File: src/rtl/dpram_fifo_ctrl.sv
// dpram_fifo_ctrl: FIFO controller over an external dual-port RAM with a 2-entry show-ahead output buffer
module dpram_fifo_ctrl #(
  parameter int AWIDTH    = 10,
  parameter int NUM_WORDS = 1024,
  parameter int DWIDTH    = 32
) (
  input  logic              clk,
  input  logic              resetn,
  input  logic              flush,
  input  logic              in_valid,
  output logic              in_ready,
  input  logic [DWIDTH-1:0] in_data,
  output logic              out_valid,
  input  logic              out_ready,
  output logic [DWIDTH-1:0] out_data,
  output logic [AWIDTH+1:0] count,
  output logic [AWIDTH-1:0] ram_address_a,
  output logic              ram_wren_a,
  output logic [DWIDTH-1:0] ram_data_a,
  output logic [AWIDTH-1:0] ram_address_b,
  output logic              ram_wren_b,
  input  logic [DWIDTH-1:0] ram_out_b
);
  localparam logic [AWIDTH:0]   FULL = (AWIDTH+1)'(NUM_WORDS);
  localparam logic [AWIDTH-1:0] LAST = AWIDTH'(NUM_WORDS - 1);
  logic              rst_sync_q;
  logic [AWIDTH-1:0] wr_ptr_q, wr_ptr_d, rd_ptr_q, rd_ptr_d;
  logic [AWIDTH:0]   ram_count_q, ram_count_d;
  logic              inflight_q, inflight_d;
  logic [1:0]        buf_count_q, buf_count_d, keep;
  logic [DWIDTH-1:0] buf0_q, buf0_d, buf1_q, buf1_d;
  logic              push, pop, rd_issue;
  logic [2:0]        occ;
  assign in_ready      = rst_sync_q & ~flush & (ram_count_q < FULL);
  assign push          = in_valid & in_ready;
  assign out_valid     = buf_count_q != 2'd0;
  assign pop           = out_valid & out_ready;
  assign out_data      = buf0_q;
  // Words that will sit outside the RAM after this edge, excluding a new issue
  assign occ           = 3'(buf_count_q) + 3'(inflight_q) - 3'(pop);
  assign rd_issue      = (ram_count_q != '0) & ~flush & (occ < 3'd2);
  assign ram_address_a = wr_ptr_q;
  assign ram_wren_a    = push;
  assign ram_data_a    = in_data;
  assign ram_address_b = rd_ptr_q;
  assign ram_wren_b    = 1'b0;
  assign count         = (AWIDTH+2)'(ram_count_q) + (AWIDTH+2)'(inflight_q) + (AWIDTH+2)'(buf_count_q);
  // Next state: pointers wrap, a pop shifts the buffer and a RAM result appends behind what remains
  always_comb begin
    wr_ptr_d    = push ? (wr_ptr_q == LAST ? '0 : wr_ptr_q + AWIDTH'(1)) : wr_ptr_q;
    rd_ptr_d    = rd_issue ? (rd_ptr_q == LAST ? '0 : rd_ptr_q + AWIDTH'(1)) : rd_ptr_q;
    ram_count_d = ram_count_q + (AWIDTH+1)'(push) - (AWIDTH+1)'(rd_issue);
    inflight_d  = rd_issue;
    keep        = buf_count_q - 2'(pop);
    buf0_d      = (inflight_q && keep == 2'd0) ? ram_out_b : (pop ? buf1_q : buf0_q);
    buf1_d      = (inflight_q && keep == 2'd1) ? ram_out_b : buf1_q;
    buf_count_d = keep + 2'(inflight_q);
  end
  // Hold off pushes until the first edge after reset release
  always_ff @(posedge clk or negedge resetn) begin
    if (!resetn) rst_sync_q <= 1'b0;
    else         rst_sync_q <= 1'b1;
  end
  // FIFO state; flush clears everything and drops any read still in flight
  always_ff @(posedge clk or negedge resetn) begin
    if (!resetn) begin
      wr_ptr_q    <= '0;
      rd_ptr_q    <= '0;
      ram_count_q <= '0;
      inflight_q  <= 1'b0;
      buf_count_q <= '0;
      buf0_q      <= '0;
      buf1_q      <= '0;
    end else if (flush) begin
      wr_ptr_q    <= '0;
      rd_ptr_q    <= '0;
      ram_count_q <= '0;
      inflight_q  <= 1'b0;
      buf_count_q <= '0;
      buf0_q      <= '0;
      buf1_q      <= '0;
    end else begin
      wr_ptr_q    <= wr_ptr_d;
      rd_ptr_q    <= rd_ptr_d;
      ram_count_q <= ram_count_d;
      inflight_q  <= inflight_d;
      buf_count_q <= buf_count_d;
      buf0_q      <= buf0_d;
      buf1_q      <= buf1_d;
    end
  end
endmodule

File: config.mk
export PLATFORM = sky130hd
export DESIGN_NAME = dpram_fifo_ctrl
export DESIGN_NICKNAME = d
export VERILOG_FILES = /design/src/rtl/dpram_fifo_ctrl.sv
export SDC_FILE = /design/constraint.sdc
export NUM_CORES = 1
export LEC_CHECK = 0
export BUFFER_PORTS_ARGS = -buffer_cell sky130_fd_sc_hd__buf_4
export CORE_UTILIZATION = 45
export CTS_CLUSTER_DIAMETER = 80
export CTS_CLUSTER_SIZE = 12
export DETAILED_ROUTE_END_ITERATION = 16
export PLACE_DENSITY = 0.69
export SLEW_MARGIN = 20
export SYNTH_ARGS = -nofsm -noshare
export SYNTH_HDL_FRONTEND = slang
export SYNTH_SLANG_ARGS = --single-unit
File: constraint.sdc
create_clock -name clk -period 5.5 [get_ports clk]
set_clock_uncertainty 0.2 [all_clocks]
set_input_delay 0.275 -clock clk [delete_from_list [all_inputs] [get_ports clk]]
set_output_delay 0.275 -clock clk [all_outputs]
set_load 0.05 [all_outputs]
---- Yosys cells after proc, flatten, opt, wreduce, memory -nomap -nowiden ----
Index checks and enable logic that the tools add are counted.
storage, ports and cells
  output and inout bits ................... 100
  input port bits ......................... 69
  bits in registers ....................... 99
cells by class
  reduce and logical (&&, ||, !) cells .... 9
  muxes and demuxes ....................... 14
  magnitude comparators ................... 2
  bitwise logic cells ..................... 7
  equal/unequal tests ..................... 3
  add/sub/neg operators ................... 10
operator list
  cell                                                         count
  two-way mux 32 bit                                           5
  two-way mux 10 bit                                           6
  adder 10 x 1 -> 10 bit (second input constant)               2
  equality test 10 bit (second input constant)                 2
  adder 11 x 1 -> 12 bit                                       1
  adder 12 x 2 -> 12 bit                                       1
  adder 11 x 1 -> 11 bit                                       1
  less-than comparator 11 bit (second input constant)          1
  two-way mux 11 bit                                           1
  nonzero test 11 bit                                          1
  subtractor 11 x 1 -> 11 bit                                  1
  nonzero test 2 bit                                           4
  bitwise AND 1 bit                                            6
  adder 2 x 1 -> 3 bit                                         1
  less-than comparator 3 x 2 -> 1 bit (second input constant)  1
  nonzero test 3 bit                                           1
  subtractor 3 x 1 -> 3 bit                                    1
  adder 2 x 1 -> 2 bit                                         1
  equality test 2 x 1 -> 1 bit (second input constant)         1
  logical AND 1 bit                                            2
  logical NOT 2 bit                                            1
  two-way mux 2 bit                                            1
  subtractor 2 x 1 -> 2 bit                                    1
  two-way mux 1 bit                                            1
  inverter 1 bit                                               1

---- Logic depth before layout (Yosys ltp) ----
  word-level depth ........................ 7
  gate-level depth with buffers ........... 22
  mapped depth without buffers ............ 21

---- Worst setup path before layout ----
No wires, ideal clock.
  path kind ............................... reg2reg
  from .................................... reg buf_count_q[1]
  to ...................................... reg ram_count_q[10]
  required time ........................... 5.175 ns
  data arrival time ....................... 4.652 ns
  clock period less this slack ............ 4.976 ns
  cell stages (with the launch flop) ...... 23
  library setup time ...................... 0.125 ns
  path slack .............................. 0.524 ns
  cell sequence ........................... dfrtp_1 inv_1 nand2_1 nand2_1 buf_2 inv_1 ha_1 inv_1 nand2_1 fa_1 xnor2_1 o2111ai_4 inv_6 nand2_1 nand2_1 ha_1 inv_1 fa_1 and2b_1 nor3_1 o31ai_1 a41oi_1 mux2_2
between the ends
  word-level cells in the longest chain between the ends .. 7
RTL lines
  item                                 line  text
  start, declared                      30    logic [1:0] buf_count_q, buf_count_d, keep;
  start signal, assigned               87    buf_count_q <= buf_count_d;
  nonzero test 2 bit                   36    assign out_valid = buf_count_q != 2'd0;
  named net out_valid                  13    output logic out_valid,
  bitwise AND 1 bit                    37    assign pop = out_valid & out_ready;
  subtractor 3 x 1 -> 3 bit            40    assign occ = 3'(buf_count_q) + 3'(inflight_q) - 3'(pop);
  less-than comparator 3 x 2 -> 1 bit  41    assign rd_issue = (ram_count_q != '0) & ~flush & (occ < 3'd2);
  bitwise AND 1 bit                    41
  subtractor 11 x 1 -> 11 bit          52    ram_count_d = ram_count_q + (AWIDTH+1)'(push) - (AWIDTH+1)'(rd_issue);
  two-way mux 11 bit                   74    end else if (flush) begin
  end signal, assigned                 85    ram_count_q <= ram_count_d;
  end, declared                        28    logic [AWIDTH:0] ram_count_q, ram_count_d;
The timed path passes the listed nets, and every way through them passes these cells.
A chain may end at the register's enable or synchronous reset.

---- Worst setup path in the final report ----
  from .................................... reg buf_count_q[1]
  to ...................................... reg ram_count_q[10]
between the ends
  word-level cells in the longest chain between the ends .. 7
RTL lines
  item                                                          line
  branches (longest 2 deep; another with adder 2 x 1 -> 3 bit)  -
  subtractor 3 x 1 -> 3 bit *                                   40
  less-than comparator 3 x 2 -> 1 bit *                         41
  bitwise AND 1 bit *                                           41
  subtractor 11 x 1 -> 11 bit *                                 52
  two-way mux 11 bit *                                          74
Every way passes the cells marked *.

==> key figures <==
Final layout
  – Final core occ: 57.8%
  – Layout cells sized above 1: 21.6%
  – Commonest non-fill, non-tap cell in the layout: buf_4
  – Number of diodes: 0
  – Layout area overhead: 23.9%
  – Layout Nets: 722
  – Most frequent cells in the layout: 107 x buf_4, 99 x dfrtp_1, 67 x nor2_1

Timing
  – Final hold vios: 0
  – Final setup fails: 0
  – Tmin final: 4.62 ns
  – Fin crit share: 84.0%
  – Post-route setup TNS: 0 ns
  – Highest Clock Rate: 0.216 GHz
  – Slew Viols, Final: 0
  – Least-Margin Pin Slew: 0.747 ns
  – RSZ-0062 raised after global routing: no
  – Worst hold slack: 0.234 ns
  – Slew headroom: 50.2%
  – Final worst-path setup slack: 0.880 ns

Global routing
  – First-pass GRT wire length: 20.4 mm
  – Largest net degree at the start of global routing: 65
  – Global router's overall resource usage: 20.6%
  – Total global routing overflow: 0
  – Vias in the first global route: 4134
  – Antenna violations before repair: 0

Pwr
  – Clock Power Share: 17.0%
  – Switching share of power: 46.1%
  – Combinational Power Share: 55.0%
  – Worst vdd ir: 243 uV
  – Cell area power density: 558 nW/um^2
  – LEAKAGE: 3.37 nW
  – Net Sw Power: 1.72 mW
  – Register share of total power: 28.0%
  – Internal power: 2.01 mW

Logic synthesis
  – Post-Synthesis Cells: 525
  – Post-Syn Area per Cell: 10.3 um^2
  – Asr flop ratio synth: 100%
  – Seq/Total Area, Yosys: 45.9%
  – Dominant synthesized flop cell: dfrtp_1
  – Seq cells post-synth: 99
  – Post-synth EDFFs: 0
  – Synthesized netlist net count: 626
  – YS warnings: 0
  – Post-Syn Area: 5400 um^2
  – Library cells used by synthesis: 47

Placed design
  – Buffers on Ports: 103
  – Pre-CTS setup slack: 0.881 ns
  – Gpl congestion: 0.851
  – Detailed placer's ending HPWL: 8.04 mm

Routing
  – Top routing layer in use: met4
  – Initial DRC count: 160
  – Post-Route WL: 12.1 mm
  – Via density per instance: 5.32
  – Wire per inst: 15.7 um
  – DR WL met3: 643 um
  – Antenna Violating Nets Remaining: 0
  – DRT Pass-1 Iters: 12
  – Routed metal-1 wirelength: 5.44 mm
  – # DRC: 11
  – Wire length on met2: 5.81 mm
  – Via count: 4092

Min path
  – Hold crit path type: primary input to asynchronous set/reset pin

Critical path
  – Worst path max stage delay: 0.46 ns
  – Crit path max fanout: 10
  – CP Class: flop to flop
  – WP data required: 5.54 ns
  – Worst Path Buf+Inv: 5
  – Reg-to-reg startpoint: buf_count_q[1]$_DFF_PN0_
  – Critical path launch point: buf_count_q[1]$_DFF_PN0_
  – Crit-path slowest cell: dfrtp_1
  – Critical path's top delay family: adder cells
  – Startpoint types: flop
  – WP data arrival: 4.66 ns
  – CP Capture Type: flop
  – CP cell instances: inv_1 > nand2_1 > nand2_2 > inv_1 > ha_1 > inv_1 > nand2_1 > fa_1 > xnor2_1 > o2111ai_4 > inv_6 > nand2_1 > nand2_1 > ha_1 > inv_1 > fa_1 > and2b_1 > nor3_1 > o31ai_1 > a41oi_1 > mux2_2

Status
  – Status: finished with violations
  – Failing checks: DRC

CTS
  – H-tree depth: 3
  – Worst-path clk slew: 0.07 ns
  – Worst-skew pair later-pin latency: 0.35 ns
  – Sink Count: 99
  – CTS tree: done
  – CTS Buf Count: 9
  – CTS Root Cell: clkbuf_16
  – Post-CTS Setup Repair Bufs: 0
  – CTS resizes: 0
  – Max clock buf depth: 2

Floorplan
  – Die Y: 111 um
  – Core ar.: 11600 um^2
  – Die area: 12400 um^2
  – Site row count: 39
  – Initial Utilization: 46.7%
  – Die W: 111 um
  – IO Pins: 169

Run
  – Maxcap violations: 0
final cells by class:
cell class	instances	area, um^2
Clock inverter	5	52.6
Inverter	30	118
Multi-Input combinational cell	341	2480
Sequential cell	99	2480
Clock buffer	11	243
Fill cell	1012	4880
Tap cell	143	179
Timing Repair Buffer	140	1130
synth_stat cells (all sizes together) (2+ instances only):
cell type	n	area, um^2
a31oi	2	12.5
mux2	4	45.0
and2	2	12.5
nor2b	8	50.1
nor3	11	55.1
o21ai	8	40.0
nand2	27	101
o21bai	3	22.5
xnor2	16	140
xor2	6	52.6
a41oi	2	17.5
buf	39	275
nor2	69	267
inv	30	118
a21oi	11	55.1
o31ai	4	30.0
dfrtp	99	2480
mux2i	34	340
ha	28	350
a21o	2	15.0
nand4	4	25.0
or4	2	15.0
conb	2	7.51
fa	4	80.1
nand3	12	60.1
a22o	32	280
a211oi	32	240
nand3b	2	15.0
clkbuf	16	60.1
state kept, by name, summed over array words and instances, names as in the netlist:
register / cells
buf1_q: 32
ram_address_b: 10
ram_address_a: 10
ram_count_q: 11
inflight_q: 1
out_data: 32
rst_sync_q: 1
buf_count_q: 2
power groups by stage:
| stage | Sequential [mW] | Clock, mW | Combinational, mW |
|---|---|---|---|
| final | 1.04 | 0.635 | 2.05 |
| after global routing | 1.07 | 0.678 | 2.22 |
| after CTS | 1.05 | 0.650 | 2.07 |
| after detailed placement | 1.06 | 0 | 2.05 |
| after global placement | 1.05 | 0 | 2.00 |
| after floorplan | 1.36 | 0 | 1.26 |
per-stage QoR:
stage / area, um^2 / total power, mW / std cells
2_1_floorplan: 5400 / 2.62 / 525
3_3_place_gp: 6050 / 3.05 / 720
3_5_place_dp: 6050 / 3.10 / 720
4_1_cts: 6680 / 3.76 / 769
5_1_grt: 6680 / 3.97 / 769
6_report: 6680 / 3.73 / 769
cell families (layout without fill, tap and decap cells):
kind of cell	after synthesis	after routing	synth area share, %
and+or+nand+nor	143	143	12.0
AOI/OAI and AO/OA	104	104	14.8
DFF	99	99	45.9
buffers and inverters	85	186	8.40
muxes	38	38	7.14
adders and majority gates	32	32	7.98
xor gates and xnor gates	22	22	3.57
other	2	2	0.139
repair_timing:
item | CTS | global route
setup endpoints to repair | 0 | 0
hold endpoints to repair | 71 | 0
hold buffers | 33 | 0
worst reg2reg max path, cell delays in order (launching register included):
cell	delay, ns
dfrtp_1	0.46
inv_1	0.11
nand2_1	0.09
nand2_2	0.09
inv_1	0.05
ha_1	0.28
inv_1	0.10
nand2_1	0.13
fa_1	0.40
xnor2_1	0.26
o2111ai_4	0.27
inv_6	0.17
nand2_1	0.10
nand2_1	0.07
ha_1	0.16
inv_1	0.06
fa_1	0.37
and2b_1	0.24
nor3_1	0.05
o31ai_1	0.39
a41oi_1	0.18
mux2_2	0.29
final timing paths:
check                                               end  slack [ns]  cells after the start
setup reg to reg              ram_count_q[10]$_DFF_PN0_        0.88                     21
setup / recovery              ram_count_q[10]$_DFF_PN0_        0.88                     21
hold / removal                 ram_count_q[5]$_DFF_PN0_        0.23                      2
max in group asynchronous        buf1_q[10]$_DFFE_PN0P_        3.73                      3
min in group clk           ram_address_a[0]$_DFFE_PN0P_        0.24                      4
hold reg to reg                  buf1_q[18]$_DFFE_PN0P_        0.31                      1
metal layers:
metal  vias to the layer above  global-route usage [%]
li1                       1990                       -
met1                      1981                    26.5
met2                       109                    33.6
met3                        12                    4.52
met4                         0                    9.10
met5                         -                       0
No activity file was read; power rests on OpenSTA's default activity.
